==> src/rtl/regfile_operand_fetch.sv <==
// Operand fetch stage: issues RegisterFile reads/writes, tracks pending destinations
// in a scoreboard and presents operands to execute through a valid/ready handshake.
//
// state  | meaning
// S_IDLE | nothing held, out_valid low
// S_READ | read issued last cycle, operands come straight from rf_read_data
// S_HOLD | operands captured locally, waiting for out_ready
module regfile_operand_fetch #(
    parameter int DATA_WIDTH = 32,
    parameter int NUM_REGS   = 16,
    parameter int SEL_WIDTH  = 4
) (
    input  logic                  clk,
    input  logic                  rst_n,
    input  logic                  in_valid,
    output logic                  in_ready,
    input  logic [SEL_WIDTH-1:0]  in_sel_ra,
    input  logic [SEL_WIDTH-1:0]  in_sel_rb,
    input  logic [SEL_WIDTH-1:0]  in_sel_rc,
    input  logic                  in_dest_en,
    input  logic [SEL_WIDTH-1:0]  in_dest_sel,
    output logic                  out_valid,
    input  logic                  out_ready,
    output logic [DATA_WIDTH-1:0] out_data_ra,
    output logic [DATA_WIDTH-1:0] out_data_rb,
    output logic [DATA_WIDTH-1:0] out_data_rc,
    output logic                  out_dest_en,
    output logic [SEL_WIDTH-1:0]  out_dest_sel,
    input  logic                  wb_valid,
    input  logic [SEL_WIDTH-1:0]  wb_sel,
    input  logic [DATA_WIDTH-1:0] wb_data,
    input  logic                  flush,
    output logic [SEL_WIDTH-1:0]  rf_read_sel_ra,
    output logic [SEL_WIDTH-1:0]  rf_read_sel_rb,
    output logic [SEL_WIDTH-1:0]  rf_read_sel_rc,
    input  logic [DATA_WIDTH-1:0] rf_read_data_ra,
    input  logic [DATA_WIDTH-1:0] rf_read_data_rb,
    input  logic [DATA_WIDTH-1:0] rf_read_data_rc,
    output logic                  rf_write_en,
    output logic [SEL_WIDTH-1:0]  rf_write_sel,
    output logic [DATA_WIDTH-1:0] rf_write_data,
    output logic                  sb_err
);

    typedef enum logic [1:0] {S_IDLE, S_READ, S_HOLD} state_t;

    state_t                state_q, state_d;
    logic [NUM_REGS-1:0]   pending_q, pending_d, pend_eff;
    logic [SEL_WIDTH-1:0]  held_ra_q, held_ra_d, held_rb_q, held_rb_d, held_rc_q, held_rc_d;
    logic                  dest_en_q, dest_en_d;
    logic [SEL_WIDTH-1:0]  dest_sel_q, dest_sel_d;
    logic [DATA_WIDTH-1:0] hold_ra_q, hold_ra_d, hold_rb_q, hold_rb_d, hold_rc_q, hold_rc_d;
    logic                  sb_err_q, sb_err_d;
    logic                  hazard, accept;

    assign rf_write_en   = wb_valid && (wb_sel != '0);
    assign rf_write_sel  = wb_sel;
    assign rf_write_data = wb_data;

    // The RegisterFile forwards same-cycle writes, so a source retiring now is safe to read.
    always_comb begin
        for (int i = 0; i < NUM_REGS; i++) begin
            pend_eff[i] = pending_q[i] && !(wb_valid && (wb_sel == SEL_WIDTH'(i)));
        end
    end

    assign hazard   = in_valid && (pend_eff[in_sel_ra] || pend_eff[in_sel_rb] ||
                      pend_eff[in_sel_rc] || (in_dest_en && pend_eff[in_dest_sel]));
    assign in_ready = rst_n && !hazard && !flush && ((state_q == S_IDLE) || out_ready);
    assign accept   = in_valid && in_ready;

    always_ff @(posedge clk or negedge rst_n) begin
        if (!rst_n) begin
            state_q    <= S_IDLE;
            pending_q  <= '0;
            held_ra_q  <= '0;
            held_rb_q  <= '0;
            held_rc_q  <= '0;
            dest_en_q  <= 1'b0;
            dest_sel_q <= '0;
            hold_ra_q  <= '0;
            hold_rb_q  <= '0;
            hold_rc_q  <= '0;
            sb_err_q   <= 1'b0;
        end else begin
            state_q    <= state_d;
            pending_q  <= pending_d;
            held_ra_q  <= held_ra_d;
            held_rb_q  <= held_rb_d;
            held_rc_q  <= held_rc_d;
            dest_en_q  <= dest_en_d;
            dest_sel_q <= dest_sel_d;
            hold_ra_q  <= hold_ra_d;
            hold_rb_q  <= hold_rb_d;
            hold_rc_q  <= hold_rc_d;
            sb_err_q   <= sb_err_d;
        end
    end

    always_comb begin
        state_d = state_q;
        if (flush) begin
            state_d = S_IDLE;
        end else begin
            case (state_q)
                S_IDLE:  state_d = accept ? S_READ : S_IDLE;
                S_READ:  state_d = !out_ready ? S_HOLD : (accept ? S_READ : S_IDLE);
                S_HOLD:  state_d = !out_ready ? S_HOLD : (accept ? S_READ : S_IDLE);
                default: state_d = S_IDLE;
            endcase
        end
    end

    always_comb begin
        out_valid      = (state_q != S_IDLE);
        out_data_ra    = '0;
        out_data_rb    = '0;
        out_data_rc    = '0;
        if (state_q == S_READ) begin
            out_data_ra = rf_read_data_ra;
            out_data_rb = rf_read_data_rb;
            out_data_rc = rf_read_data_rc;
        end else if (state_q == S_HOLD) begin
            out_data_ra = hold_ra_q;
            out_data_rb = hold_rb_q;
            out_data_rc = hold_rc_q;
        end
        out_dest_en    = dest_en_q;
        out_dest_sel   = dest_sel_q;
        sb_err         = sb_err_q;
        rf_read_sel_ra = accept ? in_sel_ra : held_ra_q;
        rf_read_sel_rb = accept ? in_sel_rb : held_rb_q;
        rf_read_sel_rc = accept ? in_sel_rc : held_rc_q;
    end

    always_comb begin
        held_ra_d  = held_ra_q;
        held_rb_d  = held_rb_q;
        held_rc_d  = held_rc_q;
        dest_en_d  = dest_en_q;
        dest_sel_d = dest_sel_q;
        hold_ra_d  = hold_ra_q;
        hold_rb_d  = hold_rb_q;
        hold_rc_d  = hold_rc_q;
        pending_d  = pending_q;
        sb_err_d   = sb_err_q;
        if (accept) begin
            held_ra_d  = in_sel_ra;
            held_rb_d  = in_sel_rb;
            held_rc_d  = in_sel_rc;
            dest_en_d  = in_dest_en;
            dest_sel_d = in_dest_sel;
        end
        // Capture before a later writeback can change the register under the held select.
        if ((state_q == S_READ) && !out_ready) begin
            hold_ra_d = rf_read_data_ra;
            hold_rb_d = rf_read_data_rb;
            hold_rc_d = rf_read_data_rc;
        end
        if (wb_valid) begin
            if (pending_q[wb_sel]) pending_d[wb_sel] = 1'b0;
            else                   sb_err_d = 1'b1;
        end
        if (accept && in_dest_en && (in_dest_sel != '0)) begin
            pending_d[in_dest_sel] = 1'b1;
        end
        pending_d[0] = 1'b0;
    end

endmodule

==> config.mk <==
export PLATFORM = sky130hd
export DESIGN_NAME = regfile_operand_fetch
export DESIGN_NICKNAME = d
export VERILOG_FILES = /design/src/rtl/regfile_operand_fetch.sv
export SDC_FILE = /design/constraint.sdc
export NUM_CORES = 1
export LEC_CHECK = 0
export CAP_MARGIN = 10
export CORE_ASPECT_RATIO = 1.5
export CORE_MARGIN = 4
export CORE_UTILIZATION = 35
export DETAILED_ROUTE_END_ITERATION = 10
export PLACE_DENSITY = 0.67
export SLEW_MARGIN = 10
export SYNTH_ARGS = -nofsm -noshare
export SYNTH_HDL_FRONTEND = slang
export SYNTH_SLANG_ARGS = --single-unit
==> constraint.sdc <==
create_clock -name clk -period 4.2 [get_ports clk]
set_input_delay 0.42 -clock clk [delete_from_list [all_inputs] [get_ports clk]]
set_output_delay 0.42 -clock clk [all_outputs]
set_load 0.02 [all_outputs]
==> flow_metrics.env <==
export IMPL_status="finished clean"
export IMPL_cts_tree="done"
export IMPL_power_frac_seq=0.401
export IMPL_die_h_um=188
export IMPL_grt_start_max_net_pins=73
export IMPL_coreArea_um2=21100
export IMPL_ys_async_sr_fraction=1.00
export IMPL_yosys_area_top_type_share=0.434
export IMPL_fp_row_count=65
export IMPL_synthAdderAreaFrac=0.00663
export IMPL_fin_crit_ps=3980
export IMPL_antenna_found_initial=1
export IMPL_hp_class="in -> async"
export IMPL_final_common_cell="clkdlybuf4s50_1"
export IMPL_grt_use_total=0.220
export IMPL_ys_seq_area_frac=0.434
export IMPL_cts_made_buffers=17
export IMPL_clock_path_buffers=2
export IMPL_grt_setup_unrepaired="false"
export IMPL_worst_pin_slew_ps=774
export IMPL_cp_cell_sequence="clkdlybuf4s50_1 -> or3b_4 -> o21ai_2 -> nor4_1 -> a311o_1 -> o221ai_1 -> o211ai_1 -> or3_1 -> buf_4 -> mux2_4 -> dlygate4sd2_1"
export IMPL_slew_violations=0
export IMPL_syn_instance_count=789
export IMPL_place_hpwl_um=20800
export IMPL_startpoint_type="input pin"
export IMPL_dp_slack_ps=-151
export IMPL_grt_pass1_vias=6793
export IMPL_crit_type="in -> out"
export IMPL_htree_num_levels=4
export IMPL_end_kind="primary output"
export IMPL_layout_drive_gt1_share=0.220
export IMPL_synth_largest_area_cell="dfrtp_1"
export IMPL_worstPathRequired_ps=3780
export IMPL_synth_compound_area_frac=0.149
export IMPL_vdd_drop_max_uv=273
export IMPL_synth_edf_count=0
export IMPL_synthXorXnorAreaFrac=0
export IMPL_ys_top_cells_by_area="dfrtp_1 43%, mux2_2 15%, nand2_1 9.6%, o21ai_0 6.9%, buf_4 3.7%"
export IMPL_synthFlopType="dfrtp_1"
export IMPL_overflow=0
export IMPL_synthDistinctLibCells=49
export IMPL_max_stage_delay_ps=560
export IMPL_slowest_stage="clkdlybuf4s50_1"
export IMPL_fin_nets=1183
export IMPL_detail_route_antenna_nets=0
export IMPL_dr_total_vias=6622
export IMPL_wl_per_cell_um=20.4
export IMPL_die_w_um=128
export IMPL_power_per_cell_area_nw_per_um2=369
export IMPL_cp_max_fo=10
export IMPL_worstPathArrival_ps=3560
export IMPL_synth_area_mux_share=0.197
export IMPL_setup_violations=0
export IMPL_clock_sinks=131
export IMPL_initial_core_util=0.357
export IMPL_clkTransAtPathRegs_ps=60
export IMPL_gp_congestion=0.915
export IMPL_setup_ws_ps=222
export IMPL_clock_skew_ps=7.60
export IMPL_remaining_drc_errors=0
export IMPL_swShare=0.247
export IMPL_syn_avg_cell_area_um2=9.57
export IMPL_period_share=0.947
export IMPL_leakage_nw=4.56
export IMPL_synth_top_family_by_area="multiplexers"
export IMPL_wirelength_um=26700
export IMPL_via_per_inst=5.07
export IMPL_p_int_mw=3.06
export IMPL_max_freq_mhz=251
export IMPL_num_fill_cells=1943
export IMPL_p_total_mw=4.07
export IMPL_yosysWarnings=0
export IMPL_dr_first_iter_drc_count=308
export IMPL_layout_common_cells="229 x clkdlybuf4s50_1, 194 x nand2_1, 131 x dfrtp_1, 103 x o21ai_0, 100 x mux2_2"
export IMPL_area_delta_synth_final_pct=46.0
export IMPL_relSlewSlack=0.484
export IMPL_grt_pass1_wl_um=39800
export IMPL_cap_violations=0
export IMPL_first_pass_iters=4
export IMPL_cts_root_buf="clkbuf_16"
export IMPL_crit_buf_inv=3
export IMPL_ys_seq_elements=131
export IMPL_syn_cell_area_um2=7550
export IMPL_post_cts_repair_setup_buffers=0
export IMPL_p_clk_frac=0.399
export IMPL_pwr_share_comb=0.200
export IMPL_dieArea_um2=24000
export IMPL_hold_viol_final=0
export IMPL_clkLatencyLatePin_ps=420
export IMPL_num_io_pins=308
export IMPL_p_switching_mw=1.00
export IMPL_synth_nets=948
export IMPL_portBuffers=243
export IMPL_crit_family="buffers and inverters"
export IMPL_synth_simple_area_share=0.137
cell usage after synthesis (3+ instances only):
library cell  count
nand2b_1          5
nor4_1            4
o31ai_1          12
o22ai_1           3
nor2_1            9
nand3_1           8
mux4_2            4
a21oi_1           3
ha_1              4
nor2b_1           9
nand2_1         194
o2111ai_1         7
o221ai_1          3
o21ai_1           7
inv_1            13
mux2_2          100
o21ai_0         104
a22o_1            4
mux2i_1           6
mux2_4           14
buf_4            37
buf_6             4
dfrtp_1         131
nor4b_1           5
clkbuf_1         51
o41ai_2           3
o211ai_1         16
final cells by class:
type                    instances  area, um^2  area share
multi-input cells             551        3740       0.340
repair buffers                310        2970       0.269
inverters                      13        48.8     0.00443
well taps                     268         335      0.0304
clock buffers                  22         464      0.0421
diodes                          1        2.50    0.000227
clock inverters                10         179      0.0162
flip-flops and latches        131        3280       0.297
cells by family after synthesis:
kind of cell,Yosys count
flops,131
simple gates,243
buf+inv,107
mux,124
compound gates,180
fa+ha+maj,4
metrics by stage:
step                hold WS [ps]  instance area (um^2)  setup TNS [ps]  utilization  std cells
finish                       426                 11000               0        0.521       1306
global route                 432                 11000               0        0.521       1306
CTS                          415                 11000               0        0.520       1305
detailed placement           311                 10300           -1630        0.489       1272
global placement             309                 10300           -1980        0.489       1272
floorplan                    124                  7550               0            -        789
per-layer routing:
metal  global-route usage  routed length (um)
met1                0.217                9020
met2                0.370               13200
met3               0.0943                2750
met4                0.142                1680
met5                    0                   0
power groups by stage:
stage	Combinational, mW	Clock [mW]	Sequential (mW)
2_1_floorplan	0.476	0	1.64
3_3_place_gp	0.827	0	1.64
3_5_place_dp	0.837	0	1.65
4_1_cts	0.830	1.67	1.63
5_1_grt	0.882	1.72	1.66
6_report	0.815	1.62	1.63
sequential cells by signal, summed over array words and instances, names as in the netlist, 2 cells and up:
name,cells
hold_rb_q,32
held_rb_q,4
held_ra_q,4
state_q,2
hold_rc_q,32
pending_q,15
held_rc_q,4
hold_ra_q,32
out_dest_sel,4
final timing paths:
| check | start | endpoint | slack (ps) | depth (start not counted) |
|---|---|---|---|---|
| max | wb_valid | rf_read_sel_rb[1] | 220 | 11 |
| min | rst_n | held_rc_q[1]$_DFF_PN0_ | 430 | 2 |
| max reg2reg | pending_q[3]$_DFF_PN0_ | pending_q[1]$_DFF_PN0_ | 1290 | 10 |
| min reg2reg | sb_err$_DFFE_PN0P_ | sb_err$_DFFE_PN0P_ | 470 | 1 |
| max in group asynchronous | rst_n | hold_ra_q[25]$_DFFE_PN0P_ | 2040 | 4 |
| min in group clk | sb_err$_DFFE_PN0P_ | sb_err$_DFFE_PN0P_ | 470 | 1 |
what timing repair did:
item | 4_1_cts | 5_1_grt
hold buffers | 1 | 0
hold endpoints to repair | 27 | 0
setup endpoints to repair | 12 | 6
resized for setup | 11 | 6
Note: power is estimated with default switching activity, not from simulation.
